===== src/rtl/seq_det_arbiter.sv =====
// Round-robin arbiter that shares one external 4-bit Mealy sequence detector between two requesters.
// Optional per-requester saturating match counters are present when SEQ_ARB_CNT_EN is defined.
module seq_det_arbiter #(
  parameter int CNT_W = 8
) (
  input  logic             clk,
  input  logic             rst_n,
  input  logic             req0_valid,
  input  logic [3:0]       req0_data,
  output logic             req0_ready,
  input  logic             req1_valid,
  input  logic [3:0]       req1_data,
  output logic             req1_ready,
  output logic             det_in,
  output logic             det_clr_n,
  input  logic             det_dec,
  output logic             busy,
  output logic             res_valid,
  output logic             res_id,
  output logic             res_match,
  output logic [3:0]       res_data,
  input  logic             cnt_clr
`ifdef SEQ_ARB_CNT_EN
  ,
  output logic [CNT_W-1:0] match_cnt0,
  output logic [CNT_W-1:0] match_cnt1
`endif
);

  typedef enum logic [1:0] {IDLE, CLEAR, SHIFT, REPORT} state_t;

  state_t     state, state_nxt;
  logic       last_grant;
  logic [3:0] shreg;
  logic [3:0] word_q;
  logic       id_q;
  logic [1:0] bit_cnt;
  logic       match;
  logic       res_id_q;
  logic [3:0] res_data_q;
  logic       grant_vld;
  logic       grant_id;

  // NOTE: every signal written here gets a default first so no latch is inferred.
  always_comb begin
    state_nxt = state;
    grant_vld = 1'b0;
    grant_id  = 1'b0;
    case (state)
      IDLE: begin
        if (req0_valid && req1_valid) begin
          grant_vld = 1'b1;
          grant_id  = ~last_grant;
        end else if (req0_valid) begin
          grant_vld = 1'b1;
          grant_id  = 1'b0;
        end else if (req1_valid) begin
          grant_vld = 1'b1;
          grant_id  = 1'b1;
        end
        if (grant_vld) state_nxt = CLEAR;
      end
      CLEAR:   state_nxt = SHIFT;
      SHIFT:   if (bit_cnt == 2'd0) state_nxt = REPORT;
      REPORT:  state_nxt = IDLE;
      default: state_nxt = IDLE;
    endcase
  end

  // NOTE: state registers use non-blocking assignments so all flops see pre-edge values.
  always_ff @(posedge clk or negedge rst_n) begin
    if (!rst_n) state <= IDLE;
    else        state <= state_nxt;
  end

  // word_q keeps the original frame because shreg is consumed while shifting.
  always_ff @(posedge clk or negedge rst_n) begin
    if (!rst_n) begin
      last_grant <= 1'b1;
      shreg      <= 4'd0;
      word_q     <= 4'd0;
      id_q       <= 1'b0;
      bit_cnt    <= 2'd0;
      match      <= 1'b0;
      res_id_q   <= 1'b0;
      res_data_q <= 4'd0;
    end else begin
      case (state)
        IDLE: if (grant_vld) begin
          shreg      <= grant_id ? req1_data : req0_data;
          word_q     <= grant_id ? req1_data : req0_data;
          id_q       <= grant_id;
          last_grant <= grant_id;
        end
        CLEAR: bit_cnt <= 2'd3;
        SHIFT: begin
          shreg   <= {shreg[2:0], 1'b0};
          bit_cnt <= bit_cnt - 2'd1;
          if (bit_cnt == 2'd0) begin
            match      <= det_dec;
            res_id_q   <= id_q;
            res_data_q <= word_q;
          end
        end
        default: ;
      endcase
    end
  end

  assign req0_ready = grant_vld & ~grant_id;
  assign req1_ready = grant_vld & grant_id;
  assign busy       = (state != IDLE);
  assign res_valid  = (state == REPORT);
  assign res_id     = res_id_q;
  assign res_match  = match;
  assign res_data   = res_data_q;
  assign det_in     = (state == SHIFT) & shreg[3];
  // The detector is held in clear for the whole of reset, not just after it.
  assign det_clr_n  = rst_n & (state != CLEAR);

`ifdef SEQ_ARB_CNT_EN
  localparam logic [CNT_W-1:0] CNT_MAX = '1;

  always_ff @(posedge clk or negedge rst_n) begin
    if (!rst_n) begin
      match_cnt0 <= '0;
      match_cnt1 <= '0;
    end else if (cnt_clr) begin
      match_cnt0 <= '0;
      match_cnt1 <= '0;
    end else if (state == REPORT && match) begin
      if (!res_id_q && match_cnt0 != CNT_MAX) match_cnt0 <= match_cnt0 + CNT_W'(1);
      if (res_id_q && match_cnt1 != CNT_MAX)  match_cnt1 <= match_cnt1 + CNT_W'(1);
    end
  end
`else
  localparam int unused_cnt_w = CNT_W;
  logic unused_cnt_clr;
  assign unused_cnt_clr = cnt_clr;
`endif

endmodule


===== config.mk =====
export PLATFORM = sky130hd
export DESIGN_NAME = seq_det_arbiter
export DESIGN_NICKNAME = d
export VERILOG_FILES = /design/src/rtl/seq_det_arbiter.sv
export SDC_FILE = /design/constraint.sdc
export NUM_CORES = 1
export LEC_CHECK = 0
export BUFFER_PORTS_ARGS = -buffer_cell sky130_fd_sc_hd__buf_2
export CORE_MARGIN = 3
export CORE_UTILIZATION = 54
export DETAILED_ROUTE_END_ITERATION = 8
export PLACE_DENSITY = 0.82
export SKIP_LAST_GASP = 1
export SYNTH_ARGS = -nofsm -noshare
export SYNTH_HDL_FRONTEND = slang
export SYNTH_SLANG_ARGS = --single-unit
export TNS_END_PERCENT = 20

===== constraint.sdc =====
create_clock -name clk -period 2.7 [get_ports clk]
set_input_delay 0.54 -clock clk [delete_from_list [all_inputs] [get_ports clk]]
set_output_delay 0.54 -clock clk [all_outputs]
set_load 0.02 [all_outputs]

**Word level (Yosys, flattened, before mapping)**

Cells that the tools add are included.

- Bits in read-only memories: 0
- Input bits: 14
- Output and inout port bits: 12
- Bits in registers: 20
- Memory bits (writable): 0
- Bits in latches: 0
- Memories: 0
- Word-level logic and storage cells: 48

- Shifts and indexed selects: 0
- Add/subtract/negate cells: 1
- Bitwise logic cells: 6
- Reduce and logical (&&, ||, !) cells: 10
- Muxes and demuxes: 15
- Div/mod/pow operators: 0
- Equal/unequal tests: 7
- Multiply operators: 0
- Magnitude comparators: 0

Operators by type and width:

| operator | count |
|---|---|
| 2-to-1 mux 1 bit | 8 |
| 2-to-1 mux 4 bit | 2 |
| one-hot mux 2 bit (4 select lines) | 1 |
| one-hot mux 4 bit (2 select lines) | 1 |
| AND reduction 2 bit | 4 |
| != test 2 bit (second input constant) | 3 |
| nonzero test 2 bit | 3 |
| bitwise AND 1 bit | 4 |
| == test 2 bit (second input constant) | 2 |
| logical NOT 2 bit | 2 |
| 2-to-1 mux 2 bit | 2 |
| one-hot mux 2 bit (2 select lines) | 1 |
| == test 2 x 1 -> 1 bit (second input constant) | 1 |
| != test 2 x 1 -> 1 bit (second input constant) | 1 |
| NOT 1 bit | 2 |
| subtractor 2 x 1 -> 2 bit (second input constant) | 1 |
| logical AND 1 bit | 1 |

**Depth between registers and ports, before layout**

Gate-level depths: netlist of the first run.

- Word-level depth: 7
- Gate-level depth with buffers: 6
- Depth with buffers taken out: 6

**Worst setup path before layout of the first run**

Ideal clock, no wire load.

- Kind: reg-to-output
- Start: register state[0]
- End: output req0_ready
- Path buffers: 0
- Path slack: 0.861 ns
- Required time: 2.160 ns
- Arrival time: 1.299 ns
- Stages on the path, launching flop included: 6
- Path through: dfrtp_1 inv_1 ha_1 nand3_2 inv_1 nor2_1

- Longest elaborated chain between the ends: 4
- Elaborated cells between the ends (all ways): 5
- Those cells by class: mux (2); bitwise (2); reduce/logical (1)

Ends and longest elaborated chain:

| element | line | text |
|---|---|---|
| start, declared | 32 | `state_t state, state_nxt;` |
| start signal, assigned | 73 | `else state <= state_nxt;` |
| logical NOT 2 bit (*) | 49 | `case (state)` |
| 2-to-1 mux 1 bit | 49 |  |
| NOT 1 bit | 110 | `assign req0_ready = grant_vld & ~grant_id;` |
| bitwise AND 1 bit (*) | 110 |  |
| end, declared | 10 | `output logic req0_ready,` |

Mark *: on every way between the ends. The rest lies on a longest branch, timed or not.

**Final worst setup path of the first run**

Same ends and word-level chain as after synthesis.

==> flow_metrics.tcl, run 1 <==
set metrics [dict create \
    post_cts_buffers 0 \
    start_util_pct 61.1 \
    regToRegSetupSlack_ns 1.01 \
    worstSetupStartpointType "register" \
    reg2reg_to "shreg[0]$_DFFE_PN0P_" \
    reg2reg_depth 6 \
    drt_iter0_drc 13 \
    routed_wl_um 1900 \
    final_common_cell "buf_2" \
    core_mm2 0.00159 \
    syn_inst 91 \
    hold_viol 0 \
    drt_pass1_iterations 4 \
    syn_nets 111 \
    p_total_mw 1.34 \
    root_buffer "clkbuf_4" \
    final_core_util_pct 73.9 \
    num-nets-final 140 \
    slew_violations 0 \
    die_h_um 48.5 \
    finalCriticalPeriod_ns 2.28 \
    hpwl_um 1410 \
    final_cell_area_mm2 0.00118 \
    slew_headroom_pct 60.1 \
    cp_slowest_stage_delay_ns 0.44 \
    portBuffers 24 \
    multi_input_area_um2 437 \
    finClkSkew_ns 0.00885 \
    yosys_warnings 0 \
    cts_max_path_buffers 2 \
    maxCapViolCount 0 \
    clk_pin_slew_worst_paths_ns 0.11 \
    cts_tree "done" \
    pre_cts_ws_ns 0.756 \
    tightest_slew_ns 0.594 \
    crit_required_ns 2.16 \
    ff_latch_area_um2 502 \
    via_per_inst 5.16 \
    synth_cell_type_count 25 \
    synth_seq_area_share_pct 51.5 \
    dieArea_mm2 0.00235 \
    syn_to_final_growth_pct 21.1 \
    critPathTopFamily "flip-flops" \
    ios 26 \
    cts_max_level 1 \
    cp_max_fo 10 \
    leakagePower_nw 0.651 \
    rows 14 \
    fin_ws_ns 0.418 \
    cp_num_buf_inv 2 \
    gr-usage-all-layers_pct 18.7 \
    antenna_cells 0 \
    ys_ff_latch 20 \
    place_congestion 0.764 \
    finalSetupViolations 0 \
    grt_setup_unrepaired "no" \
    crit_arrival_ns 1.74 \
    grt_pass1_vias 795 \
    drc_errors 0 \
    die_w_um 48.5 \
    avgSynthCellArea_um2 10.7 \
    wl_per_cell_um 13.3 \
    ant_nets 0 \
    status "finished, final reports clean" \
    hold_buffers 0 \
    antenna_found_initial 0 \
    grt_overflow 0 \
    crit_path_end_kind "primary output" \
    r2r-start "state[0]$_DFFE_PN0P_" \
    power.density_mw_per_mm2 1130 \
    drive_gt1_share_pct 36.1 \
    cts_resized 0 \
    cts_num_sinks 20 \
    fmax_mhz 438 \
    crit_chain "inv_1 -> ha_1 -> o21ai_1 -> nor2_1 -> buf_2" \
    grt_max_degree 21 \
    cts-buffers-inserted 3 \
    final_cell_mix "buf_2 (24), dfrtp_1 (19), nand2_1 (17), inv_1 (7)" \
    setup_tns_ns 0 \
    timing.final.crit_share_pct 84.5 \
    clk_latency_ns 0.31 \
    cp_slowest_cell "dfrtp_1" \
    ir_drop_mv 0.888 \
    hold_class "in -> async" \
    place_area_mm2 0.00113 \
    syn_area_um2 973 \
    fillers 120 \
    criticalPathCategory "reg -> out" \
    grt_pass1_wl_um 3310 \
    vias 738 \
]
-- worst max path at each step --
stage	cells past startpoint	to	from	slack (ns)
after detailed placement	4	req0_ready	req0_valid	0.76
after floorplan	5	req0_ready	state[0]$_DFFE_PN0P_	0.86
after CTS	5	req0_ready	state[0]$_DFFE_PN0P_	0.41
after global placement	4	req0_ready	req0_valid	0.77
after global routing	5	req0_ready	state[0]$_DFFE_PN0P_	0.21
final	5	req0_ready	state[0]$_DFFE_PN0P_	0.42
-- Yosys cell counts, drive strengths merged --
cell    instances  share of area, %
a21oi           2               1.0
a31oi           1              0.64
and2            1              0.64
and3            1              0.64
buf             1              0.51
dfrtp          19                49
dfstp           1               2.7
ha              6               7.7
inv             8               3.1
mux2            6               6.9
mux2i           3               3.1
nand2          17               6.6
nand3           5               3.1
nor2            4               1.5
nor2b           1              0.64
nor3b           1               1.3
o211ai          3               3.9
o21a            1              0.77
o21ai           7               3.6
o32a            1               1.0
or2             1              0.64
or3             1               1.2
-- state kept, by name, indices dropped and copies added (netlist names) --
| name | count |
|---|---|
| bit_cnt | 2 |
| id_q | 1 |
| last_grant | 1 |
| res_data | 4 |
| res_id | 1 |
| res_match | 1 |
| shreg | 4 |
| state | 2 |
| word_q | 4 |
-- final cells by class --
cell class | instances | share of cell area [%]
Inverter | 8 | 2.55
Clock buffer | 3 | 1.91
Multi-Input combinational cell | 62 | 37.0
Sequential cell | 20 | 42.6
Clock inverter | 1 | 2.55
Timing Repair Buffer | 25 | 10.8
Tap cell | 24 | 2.55
-- where the power goes --
| part | switching, mW | leakage [nW] | internal [mW] | total (mW) |
|---|---|---|---|---|
| registers | 0.0687 | 0.247 | 0.425 | 0.494 |
| clock network | 0.0930 | 0.0279 | 0.150 | 0.243 |
| logic | 0.365 | 0.376 | 0.234 | 0.600 |
| total | 0.527 | 0.651 | 0.809 | 1.34 |
-- metrics by stage --
step           hold slack (ns)  instances
6_report                 0.190        143
5_1_grt                  0.177        143
4_1_cts                  0.184        143
3_5_place_dp             0.463        139
3_3_place_gp             0.455        139
2_1_floorplan            0.244         91
-- per-layer routing --
metal / vias to the layer above / routed length (um) / global-route usage [%]
li1: 363 / - / -
met1: 354 / 771 / 17.0
met2: 14 / 992 / 33.5
met3: 7 / 90 / 8.59
met4: 0 / 47 / 11.4
met5: - / 0 / 0
-- cell families (layout without fill, tap and decap cells) --
kind of cell    Yosys count  in the layout  synth area share (%)
compound gates           15             15                  10.9
fa+ha+maj                 6              6                  7.71
buf+inv                   9             37                  3.60
flops                    20             20                  51.5
mux                       9              9                  10.0
simple gates             32             32                  16.2
No activity file was read; power rests on OpenSTA's default activity.
==> run 2, diff against run 1 <==
Settings changed: CORE_UTILIZATION 54 to 50, PLACE_DENSITY 0.82 to 0.76.
Clock period 2.7 ns to 2.35 ns, I/O delays scaled along.
==> run 2 against run 1 <==
Compared with the run above: clock power grew 14%; largest cell class unchanged; first-iteration DRC count increased by 77%; wire length is 2.0% lower; cell count grew 1.4%; clock-buffer cell count did not move; via count up 0.68%; sequential share of layout area shrank 0.31 points; critical path type unchanged.
==> flow_metrics.tcl, run 2 (synthesis gave the netlist of run 1 again) <==
set metrics [dict create \
    regToRegSetupSlack_ns 0.68 \
    setup_tns_ns 0 \
    die_w_um 50.1 \
    ff_latch_area_um2 502 \
    drt_iter0_drc 23 \
    core_mm2 0.00178 \
    cts_resized 0 \
    portBuffers 24 \
    post_cts_buffers 0 \
    antenna_found_initial 0 \
    place_congestion 0.727 \
    fillers 151 \
    grt_setup_unrepaired "no" \
    multi_input_area_um2 437 \
    start_util_pct 54.6 \
    grt_overflow 0 \
    timing.final.crit_share_pct 90.5 \
    status "finished, final reports clean" \
    final_cell_mix "buf_2 (24), dfrtp_1 (19), nand2_1 (17), inv_1 (7)" \
    cts-buffers-inserted 3 \
    p_total_mw 1.54 \
    slew_violations 0 \
    tightest_slew_ns 0.380 \
    finClkSkew_ns 0.00805 \
    fmax_mhz 470 \
    vias 743 \
    hold_viol 0 \
    routed_wl_um 1860 \
    ant_nets 0 \
    cts_max_level 1 \
    clk_pin_slew_worst_paths_ns 0.12 \
    crit_arrival_ns 1.66 \
    leakagePower_nw 0.655 \
    maxCapViolCount 0 \
    drc_errors 0 \
    ir_drop_mv 0.796 \
    power.density_mw_per_mm2 1290 \
    drive_gt1_share_pct 36.7 \
    dieArea_mm2 0.00251 \
    criticalPathCategory "reg -> out" \
    final_common_cell "buf_2" \
    gr-usage-all-layers_pct 17.2 \
    syn_to_final_growth_pct 22.0 \
    slew_headroom_pct 74.7 \
    num-nets-final 141 \
    rows 15 \
    crit_path_end_kind "primary output" \
    grt_pass1_vias 728 \
    finalSetupViolations 0 \
    root_buffer "clkbuf_4" \
    drt_pass1_iterations 4 \
    hpwl_um 1460 \
    via_per_inst 5.12 \
    die_h_um 50.1 \
    hold_buffers 0 \
    clk_latency_ns 0.30 \
    wl_per_cell_um 12.8 \
    cts_max_path_buffers 2 \
    hold_class "in -> async" \
    crit_required_ns 1.88 \
    ios 26 \
    antenna_cells 0 \
    cp_max_fo 6 \
    grt_pass1_wl_um 3220 \
    finalCriticalPeriod_ns 2.13 \
    grt_max_degree 21 \
    cts_num_sinks 20 \
    cts_tree "done" \
    worstSetupStartpointType "register" \
]
==> run 2: path summary, 6_finish.rpt <==
check	from	to	cells after the start
setup / recovery	state[1]$_DFFE_PN0P_	req0_ready	6
max in group asynchronous	rst_n	last_grant$_DFFE_PN1P_	2
min in group clk	det_dec	res_match$_DFFE_PN0P_	2
hold / removal	rst_n	word_q[1]$_DFFE_PN0P_	2
hold reg to reg	word_q[0]$_DFFE_PN0P_	word_q[0]$_DFFE_PN0P_	2
setup reg to reg	state[1]$_DFFE_PN0P_	shreg[1]$_DFFE_PN0P_	6
==> run 2: stage by stage <==
step	hold slack, ns	std cells	worst slack [ns]	cell area (um2)	util [%]
floorplan	0.174	91	0.581	973	-
global placement	0.454	141	0.596	1130	63.6
detailed placement	0.467	141	0.561	1130	63.6
CTS	0.129	145	0.218	1190	66.6
global route	0.137	145	0.0892	1190	66.6
finish	0.126	145	0.222	1190	66.6
==> run 2: metal layers <==
metal / vias to the layer above / global-route usage, % / wire length [um]
li1: 364 / - / -
met1: 346 / 22.5 / 863
met2: 27 / 25.7 / 852
met3: 6 / 3.93 / 103
met4: 0 / 10.6 / 44
met5: - / 0 / 0
==> run 2: report_power, final <==
group	internal [mW]	total, mW	switching [mW]	leakage [nW]
registers	0.488	0.561	0.0734	0.247
clock network	0.172	0.278	0.106	0.0279
logic	0.277	0.697	0.419	0.380
total	0.938	1.54	0.599	0.655
==> run 2: worst max-delay path: stages, from the launching register on <==
cell and delay, ns:
dfrtp_1 0.41, inv_1 0.12, ha_1 0.30, nand3_2 0.21
inv_1 0.11, nor2_1 0.05, buf_2 0.15
==> run 2: final cells by class <==
| type | instances | share of cell area [%] |
|---|---|---|
| flip-flops and latches | 20 | 42.3 |
| inverters | 8 | 2.53 |
| clock buffers | 3 | 1.90 |
| clock inverters | 1 | 2.53 |
| multi-input cells | 62 | 36.8 |
| well taps | 25 | 2.63 |
| repair buffers | 26 | 11.4 |
==> run 3, diff against run 2 <==
Settings changed: CORE_ASPECT_RATIO from default to 0.75.
==> run 3 against run 2 <==
Compared with the run above: first-iteration DRC count fell by 61%; cell area shrank 1.8%; worst setup slack got worse by 0.0049 ns; via count fell by 4.4%; sequential cell count did not move; global-route usage decreased by 0.22 points; hold slack improved by 0.0012 ns; clock skew is 0.0059 ns lower; largest cell class unchanged; core utilization fell by 1.4 points.
==> flow_metrics.tcl, run 3 (synthesis gave the netlist of run 1 again) <==
set metrics [dict create \
    syn_to_final_growth_pct 19.8 \
    fillers 156 \
    cts_tree "done" \
    cp_num_buf_inv 3 \
    final_common_cell "buf_2" \
    placed_cells 137 \
    antenna_found_initial 0 \
    p_switching_mw 0.594 \
    via_per_inst 5.04 \
    critPathTopFamily "flip-flops" \
    crit_chain "inv_1 -> ha_2 -> nand3_2 -> inv_1 -> nor2_1 -> buf_2" \
    multi_input_area_um2 443 \
    drt_iter0_drc 9 \
    p_int_mw 0.859 \
    worstSetupStartpointType "register" \
    num-nets-final 140 \
    p_sw_share_pct 40.9 \
    ir_drop_mv 0.987 \
    tightest_slew_ns 0.399 \
    drt_pass1_iterations 4 \
    crit_required_ns 1.88 \
    timing.final.crit_share_pct 90.7 \
    criticalPathCategory "reg -> out" \
    drc_errors 0 \
    fmax_mhz 469 \
    clkPwrFrac_pct 13.9 \
    fin_ws_ns 0.217 \
    cp_max_fo 6 \
    cts-buffers-inserted 3 \
    slew_headroom_pct 73.4 \
    wl_per_cell_um 12.9 \
    hpwl_um 1400 \
    die_w_um 57.0 \
    core_mm2 0.00179 \
    ios 26 \
    cp_slowest_cell "dfrtp_1" \
    die_h_um 44.2 \
    dieArea_mm2 0.00252 \
    hold_viol 0 \
    finalCriticalPeriod_ns 2.13 \
    antenna_cells 0 \
    clk_latency_ns 0.31 \
    clk_pin_slew_worst_paths_ns 0.11 \
    cts_num_sinks 20 \
    p_total_mw 1.45 \
    root_buffer "clkbuf_4" \
    vias 710 \
    p_comb_share_pct 47.7 \
    cp_slowest_stage_delay_ns 0.43 \
    gr-usage-all-layers_pct 17.0 \
    place_congestion 0.753 \
    power.density_mw_per_mm2 1250 \
    start_util_pct 54.4 \
    maxCapViolCount 0 \
    grt_overflow 0 \
    final_cell_mix "buf_2 (24), dfrtp_1 (19), nand2_1 (17), inv_1 (7), mux2_2 (6)" \
    finalSetupViolations 0 \
    grt_setup_unrepaired "no" \
    routed_wl_um 1820 \
    grt_pass1_vias 732 \
    crit_arrival_ns 1.66 \
    pre_cts_ws_ns 0.426 \
    ant_nets 0 \
    hold_buffers 0 \
    slew_violations 0 \
    crit_path_end_kind "primary output" \
    final-instance-count-excl-fill 141 \
    p_seq_share_pct 38.4 \
    rows 13 \
    portBuffers 24 \
    finClkSkew_ns 0.00214 \
    leakagePower_nw 0.643 \
    drive_gt1_share_pct 37.8 \
    status "finished, final reports clean" \
    post_cts_buffers 0 \
    grt_max_degree 21 \
    ff_latch_area_um2 502 \
    cp_common_cell "inv_1" \
    cts_max_level 1 \
    cts_max_path_buffers 2 \
    hold_class "in -> async" \
    setup_tns_ns 0 \
    grt_pass1_wl_um 3220 \
]
==> run 3: metal layers <==
layer | global-route usage (%) | up-vias | part of all wire (%)
met5 | 0 | - | 0
met4 | 4.17 | 0 | 0.88
met3 | 7.00 | 3 | 7.0
met2 | 26.7 | 18 | 44
met1 | 22.3 | 324 | 48
li1 | - | 365 | -
==> run 3: what timing repair did <==
action	in CTS	in global routing
endpoints found under the hold margin	0	0
gates resized for setup	0	2
endpoints found under the setup margin	0	1
==> run 3: path summary, 6_finish.rpt <==
check / from / endpoint / slack, ns / depth (start not counted)
max in group asynchronous: rst_n / last_grant$_DFFE_PN1P_ / 1.96 / 2
hold / removal: rst_n / res_match$_DFFE_PN0P_ / 0.13 / 2
setup / recovery: state[0]$_DFFE_PN0P_ / req0_ready / 0.22 / 6
hold reg to reg: last_grant$_DFFE_PN1P_ / last_grant$_DFFE_PN1P_ / 0.48 / 2
setup reg to reg: state[0]$_DFFE_PN0P_ / res_data[0]$_DFFE_PN0P_ / 0.67 / 4
min in group clk: det_dec / res_match$_DFFE_PN0P_ / 0.39 / 2
==> run 3: cell type report <==
cell class	count	area share, %
clock buffer	4	3.11
inverter	8	2.58
multi-input combinational	62	38.0
sequential	20	43.0
tap	22	2.36
timing repair buffer	25	10.9
==> run 3: metrics by stage <==
stage	hold slack (ns)	area [um2]	utilization, %
2_1_floorplan	0.174	973	-
3_3_place_gp	0.458	1120	62.8
3_5_place_dp	0.460	1120	62.8
4_1_cts	0.133	1160	64.8
5_1_grt	0.139	1170	65.2
6_report	0.127	1170	65.2
==> run 3: power by group through the flow <==
stage	logic (mW)	registers, mW	clock network [mW]
after floorplan	0.486	0.588	0
after global placement	0.656	0.564	0
after detailed placement	0.690	0.567	0
after CTS	0.691	0.559	0.208
after global routing	0.780	0.577	0.223
final	0.693	0.558	0.202
